==> src/rtl/accum_seq_ctrl_pkg.sv <==
// Shared types and constants for the neuron accumulator sequencer.
// Mode codes match the accumulator's mode input encoding.
package accum_seq_ctrl_pkg;

  localparam int NUM_RES = 11;
  localparam int RES_W   = 16;
  localparam int IDX_W   = 4;

  typedef logic [1:0] mode_t;

  localparam mode_t MODE_CLEAR  = 2'b00;
  localparam mode_t MODE_IDLE   = 2'b01;
  localparam mode_t MODE_ACC    = 2'b10;
  localparam mode_t MODE_FINISH = 2'b11;

  typedef enum logic [1:0] {
    S_IDLE,
    S_FETCH,
    S_WAIT_RDY,
    S_UNLOAD
  } state_e;

endpackage

==> src/rtl/accum_seq_ctrl_delay.sv <==
// Mode-code delay line matching the operand-memory read latency.
// Reset fills every stage with the idle code.
module mode_delay_line
  import accum_seq_ctrl_pkg::*;
#(
  parameter int RD_LAT = 1
) (
  input  logic  clk,
  input  logic  rst,
  input  mode_t d_i,
  output mode_t q_o
);

  mode_t sr_q [RD_LAT];

  always_ff @(posedge clk) begin
    if (rst) begin
      for (int i = 0; i < RD_LAT; i++)
        sr_q[i] <= MODE_IDLE;
    end else begin
      sr_q[0] <= d_i;
      for (int i = 1; i < RD_LAT; i++)
        sr_q[i] <= sr_q[i-1];
    end
  end

  assign q_o = sr_q[RD_LAT-1];

endmodule

==> src/rtl/accum_seq_ctrl.sv <==
// Neuron accumulator sequencer: issues tile reads with aligned mode
// codes, captures the result words and streams them downstream.
module accum_seq_ctrl
  import accum_seq_ctrl_pkg::*;
#(
  parameter int NUM_TILES = 8,
  parameter int RD_LAT    = 1,
  parameter int ADDR_W    = 4
) (
  input  logic                     clk,
  input  logic                     rst,
  input  logic                     start_i,
  output logic                     busy_o,
  output logic                     done_o,
  output logic [ADDR_W-1:0]        tile_addr_o,
  output logic                     addr_en_o,
  output logic [1:0]               mode_o,
  input  logic                     acc_ready_i,
  input  logic [NUM_RES*RES_W-1:0] res_bus_i,
  output logic                     out_valid_o,
  input  logic                     out_ready_i,
  output logic [RES_W-1:0]         out_data_o,
  output logic [IDX_W-1:0]         out_idx_o,
  output logic                     out_last_o
);

  localparam logic [ADDR_W-1:0] LAST_TILE = ADDR_W'(NUM_TILES);
  localparam logic [IDX_W-1:0]  LAST_IDX  = IDX_W'(NUM_RES-1);

  state_e             state_q;
  logic               busy_q;
  logic               done_q;
  logic               addr_en_q;
  logic [ADDR_W-1:0]  tile_addr_q;
  logic [RES_W-1:0]   words_q [NUM_RES];
  logic               out_valid_q;
  logic [RES_W-1:0]   out_data_q;
  logic [IDX_W-1:0]   out_idx_q;
  logic               out_last_q;
  logic [IDX_W-1:0]   idx_nxt;
  mode_t              tag_d;

  // Tag follows the address currently presented to the operand memory.
  always_comb begin
    tag_d = MODE_IDLE;
    unique case (1'b1)
      !addr_en_q:
        tag_d = MODE_IDLE;
      addr_en_q && (tile_addr_q == '0):
        tag_d = MODE_CLEAR;
      addr_en_q && (tile_addr_q == LAST_TILE):
        tag_d = MODE_FINISH;
      default:
        tag_d = MODE_ACC;
    endcase
  end

  assign idx_nxt = out_idx_q + 1'b1;

  always_ff @(posedge clk) begin
    if (rst) begin
      state_q     <= S_IDLE;
      busy_q      <= 1'b0;
      done_q      <= 1'b0;
      addr_en_q   <= 1'b0;
      tile_addr_q <= '0;
      out_valid_q <= 1'b0;
      out_data_q  <= '0;
      out_idx_q   <= '0;
      out_last_q  <= 1'b0;
      for (int i = 0; i < NUM_RES; i++)
        words_q[i] <= '0;
    end else begin
      done_q <= 1'b0;
      unique case (state_q)
        S_IDLE: begin
          if (start_i) begin
            state_q     <= S_FETCH;
            busy_q      <= 1'b1;
            addr_en_q   <= 1'b1;
            tile_addr_q <= '0;
          end
        end
        S_FETCH: begin
          if (tile_addr_q == LAST_TILE) begin
            state_q   <= S_WAIT_RDY;
            addr_en_q <= 1'b0;
          end else begin
            tile_addr_q <= tile_addr_q + 1'b1;
          end
        end
        S_WAIT_RDY: begin
          if (acc_ready_i) begin
            for (int i = 0; i < NUM_RES; i++)
              words_q[i] <= res_bus_i[i*RES_W +: RES_W];
            state_q     <= S_UNLOAD;
            out_valid_q <= 1'b1;
            out_data_q  <= res_bus_i[RES_W-1:0];
            out_idx_q   <= '0;
            out_last_q  <= 1'b0;
          end
        end
        S_UNLOAD: begin
          if (out_ready_i) begin
            if (out_last_q) begin
              state_q     <= S_IDLE;
              busy_q      <= 1'b0;
              done_q      <= 1'b1;
              out_valid_q <= 1'b0;
              out_data_q  <= '0;
              out_idx_q   <= '0;
              out_last_q  <= 1'b0;
            end else begin
              out_idx_q  <= idx_nxt;
              out_data_q <= words_q[idx_nxt];
              out_last_q <= (idx_nxt == LAST_IDX);
            end
          end
        end
      endcase
    end
  end

  mode_delay_line #(
    .RD_LAT (RD_LAT)
  ) u_mode_dl (
    .clk (clk),
    .rst (rst),
    .d_i (tag_d),
    .q_o (mode_o)
  );

  assign busy_o      = busy_q;
  assign done_o      = done_q;
  assign addr_en_o   = addr_en_q;
  assign tile_addr_o = tile_addr_q;
  assign out_valid_o = out_valid_q;
  assign out_data_o  = out_data_q;
  assign out_idx_o   = out_idx_q;
  assign out_last_o  = out_last_q;

endmodule

==> config.mk <==
export PLATFORM = sky130hd
export DESIGN_NAME = accum_seq_ctrl
export DESIGN_NICKNAME = d
export VERILOG_FILES = /design/src/rtl/accum_seq_ctrl_pkg.sv /design/src/rtl/accum_seq_ctrl_delay.sv /design/src/rtl/accum_seq_ctrl.sv
export SDC_FILE = /design/constraint.sdc
export NUM_CORES = 1
export LEC_CHECK = 0
export BUFFER_PORTS_ARGS = -buffer_cell sky130_fd_sc_hd__buf_2
export CORE_ASPECT_RATIO = 0.5
export CORE_UTILIZATION = 23
export CTS_CLUSTER_DIAMETER = 200
export CTS_CLUSTER_SIZE = 24
export DETAILED_ROUTE_END_ITERATION = 12
export PLACE_DENSITY = 0.5
export SETUP_SLACK_MARGIN = 0.3
export SLEW_MARGIN = 20
export SYNTH_ARGS = -nofsm -noshare
export SYNTH_HDL_FRONTEND = slang
export SYNTH_HIERARCHICAL = 1
export SYNTH_SLANG_ARGS = --single-unit
==> constraint.sdc <==
create_clock -name clk -period 9.2 [get_ports clk]
set_clock_uncertainty 0.05 [all_clocks]
set_input_delay 0.46 -clock clk [delete_from_list [all_inputs] [get_ports clk]]
set_output_delay 0.46 -clock clk [all_outputs]
set_load 0.03 [all_outputs]
==> metrics.md <==
| Metric | Value |
|---|---|
| Clk_lat worst skew | `approximately 480 ps` |
| Post-synth EDFFs | `about 180` |
| Syn-to-layout area delta | `19.3%` |
| Synth Instances | `just over 700` |
| WP data required | `slightly above 9000 ps` |
| Global-route wire length before repair | `41.1 mm` |
| Site Rows | `53` |
| Worst Setup Path Type | `reg2reg` |
| Tmin final | `3500 ps` |
| Max-slew headroom | `38.6%` |
| PD cells | `198 mW/mm²` |
| Routed length per placed instance | `19.0 µm` |
| H-tree levels | `1` |
| Die Span X | `~290 µm` |
| Congestion Overflow GR | `0` |
| Initial antenna violation count | `5` |
| CTS tree | `built` |
| Crit Path Max Fanout | `72` |
| Hold buffers post-CTS | `0` |
| Setup TNS | `0 ps` |
| Syn Area/Cell | `13.5 µm²` |
| Final setup vio count | `0` |
| Crit path largest cell delay | `820 ps` |
| Worst R2R Path Depth | `5` |
| IO Pins | `212` |
| CP Capture Type | `flip-flop` |
| Drt first pass iters | `9` |
| Status | `finished with violations` |
| Worst path arrival time | `3560 ps` |
| DR iter-0 viols | `about 470` |
| Ys async rst share | `0%` |
| Cell area after synthesis | `about 0.0098 mm²` |
| Post-synth top area cell | `edfxtp_1` |
| Yosys warns | `6` |
| Crit start category | `flip-flop` |
| Most frequent cell after synthesis | `edfxtp_1` |
| Register area share after synthesis | `60.6%` |
| Via count | `6499` |
| Core area | `0.0420 mm²` |
| Tcrit/Tclk final | `38.0%` |
| Failing checks | `DRC` |
| Detailed Route WL | `approximately 28 mm` |
| Dpl cell area | `0.0113 mm²` |
| Leak | `just over 0.005 µW` |
| Final routed DRC violation total | `2` |
| Worst IR Drop VDD | `between 0.00009 and 0.0001 V` |
| Top cells by count, synth | `edfxtp_1 (176), and3_1 (160), a21oi_1 (42), clkbuf_1 (42), mux2i_1 (35)` |
| RD Place Congestion | `0.810` |
| CTS buffer count | `12` |
| Setup Fix Bufs, Post-CTS | `0` |
| Clock sink count | `209` |
| Root Driver | `clkbuf_16` |
| Max cap viols | `0` |
| Register bit total from synthesis | `209` |
| Share of cells above drive strength 1 | `33.1%` |
| Gr usage total | `approximately an eighth` |
| Synth area leaders | `edfxtp_1 (54%), and3_1 (10%), mux4_2 (6.9%)` |
| RSZ-0062 raised after global routing | `false` |
| Largest net degree at the start of global routing | `about 150` |
| Initial core utilization | `between 20% and 30%` |
| Vias in the first global route | `around 6.6k` |
| CTS clk-pin slew, worst paths | `110 ps` |
| Worst slew pin tran | `approximately 920 ps` |
| Ys flop type | `edfxtp_1` |
| Fin. Hold Viols | `0` |
| Design Area, Final | `0.0117 mm²` |
| Max-slew violations | `0` |
| CTS max path bufs | `3` |
| Number of nets with antenna violations after routing | `0` |
| Achievable Freq | `about 0.29 GHz` |
| Final net count | `1084` |
| Yosys top cell area share | `between 50% and 60%` |
| Worst min path class | `in2reg` |
| Synthesized net count | `916` |
| Post-synth cell types | `53` |
| Hold Path Cell Cnt | `2` |
| Die height | `148 µm` |
| Post-detail-place hpwl | `19.7 mm` |
| Critical-path cell list | `inv_1, ha_1, and2_4, or2_4, buf_4` |
| CP max stage cell | `buf_4` |
| Die ar. | `0.0435 mm²` |
| Vias/cell | `4.39` |
| Post_cts resized | `0` |
| Count of input and output buffers | `211` |
flip-flops by register name (all words and copies together), names as in the netlist, 2 cells and up:
| register | count |
|---|---|
| words_q | 176 |
| out_idx_o | 4 |
| out_data_o | 16 |
| u_mode_dl/sr_q | 2 |
| tile_addr_o | 4 |
| state_q | 2 |
worst max-delay path: cells and delay by family (launching register included):
| family | cells | cell delay (ps) |
|---|---|---|
| buffers and inverters | 2 | 950 |
| adder cells (fa/ha/maj) | 1 | 670 |
| AND/OR/NAND/NOR | 2 | 1060 |
| flip-flops | 1 | 350 |
routing by layer:
| layer | routed length [µm] | track usage (%) |
|---|---|---|
| met1 | 11200 | 14.9 |
| met2 | 15400 | 23.5 |
| met3 | 805 | 1.70 |
| met4 | 642 | 3.57 |
| met5 | 21 | 0 |
through the flow:
stage | worst slack [ps] | power, µW | instances | hold WS [ps] | util, %
after CTS | 5670 | 2340 | 1477 | 210 | 27.8
after global placement | 5800 | 1750 | 1457 | 423 | 27.0
final | 5700 | 2310 | 1480 | 226 | 27.8
after global routing | 5470 | 2420 | 1479 | 213 | 27.8
after floorplan | 5220 | 1590 | 726 | 415 | -
after detailed placement | 5680 | 1770 | 1457 | 423 | 27.0
layout make-up:
type,instances,area (µm²)
fill,4355,30300
sequential,209,5950
multi-input combinational,442,3510
timing repair buffer,220,1130
tap,577,722
clock buffer,19,348
inverter,9,35.0
clock inverter,1,8.76
antenna,3,7.51
kinds of logic (layout without fill, tap and decap cells):
kind of cell,count (synthesis),count (layout),share of synthesized area [%]
fa+ha+maj,9,9,1.15
flops,209,209,60.6
other cells,0,3,0
buf+inv,75,249,3.83
xor+xnor,6,6,0.689
mux,65,65,10.5
compound gates,91,91,6.53
simple gates,271,271,16.7
layout by cell type (no fill, tap or decap), drive strengths merged, types with 2 or more instances in the layout:
master and instances:
and2 2, dfxtp 33, buf 220, a31oi 2, nor2 30, nand2b 2, nand3b 2, o211ai 15
diode 3, mux2i 35, o221ai 14, xnor2 3, or2 3, and3 160, nand2 20, mux4 30
nor3 5, inv 9, xor2 3, nand3 4, ha 9, a211oi 2, edfxtp 176, o21ai 9
a21oi 42, and2b 12, clkbuf 19, nor2b 25
final timing paths:
kind | slack, ps | end | start
min reg2reg | 450 | out_valid_o | out_valid_o
min | 230 | words_q[10][15] | res_bus_i[175]
max | 5700 | words_q[9][5] | state_q[0]
max reg2reg | 5700 | words_q[9][5] | state_q[0]
report_power, final:
group | leakage, µW | switching [µW] | internal, µW | total (µW)
clock network | 0.000172 | 309 | 266 | 575
logic | 0.00288 | 321 | 190 | 511
registers | 0.00209 | 50.4 | 1180 | 1230
Note: power is estimated with default switching activity, not from simulation.
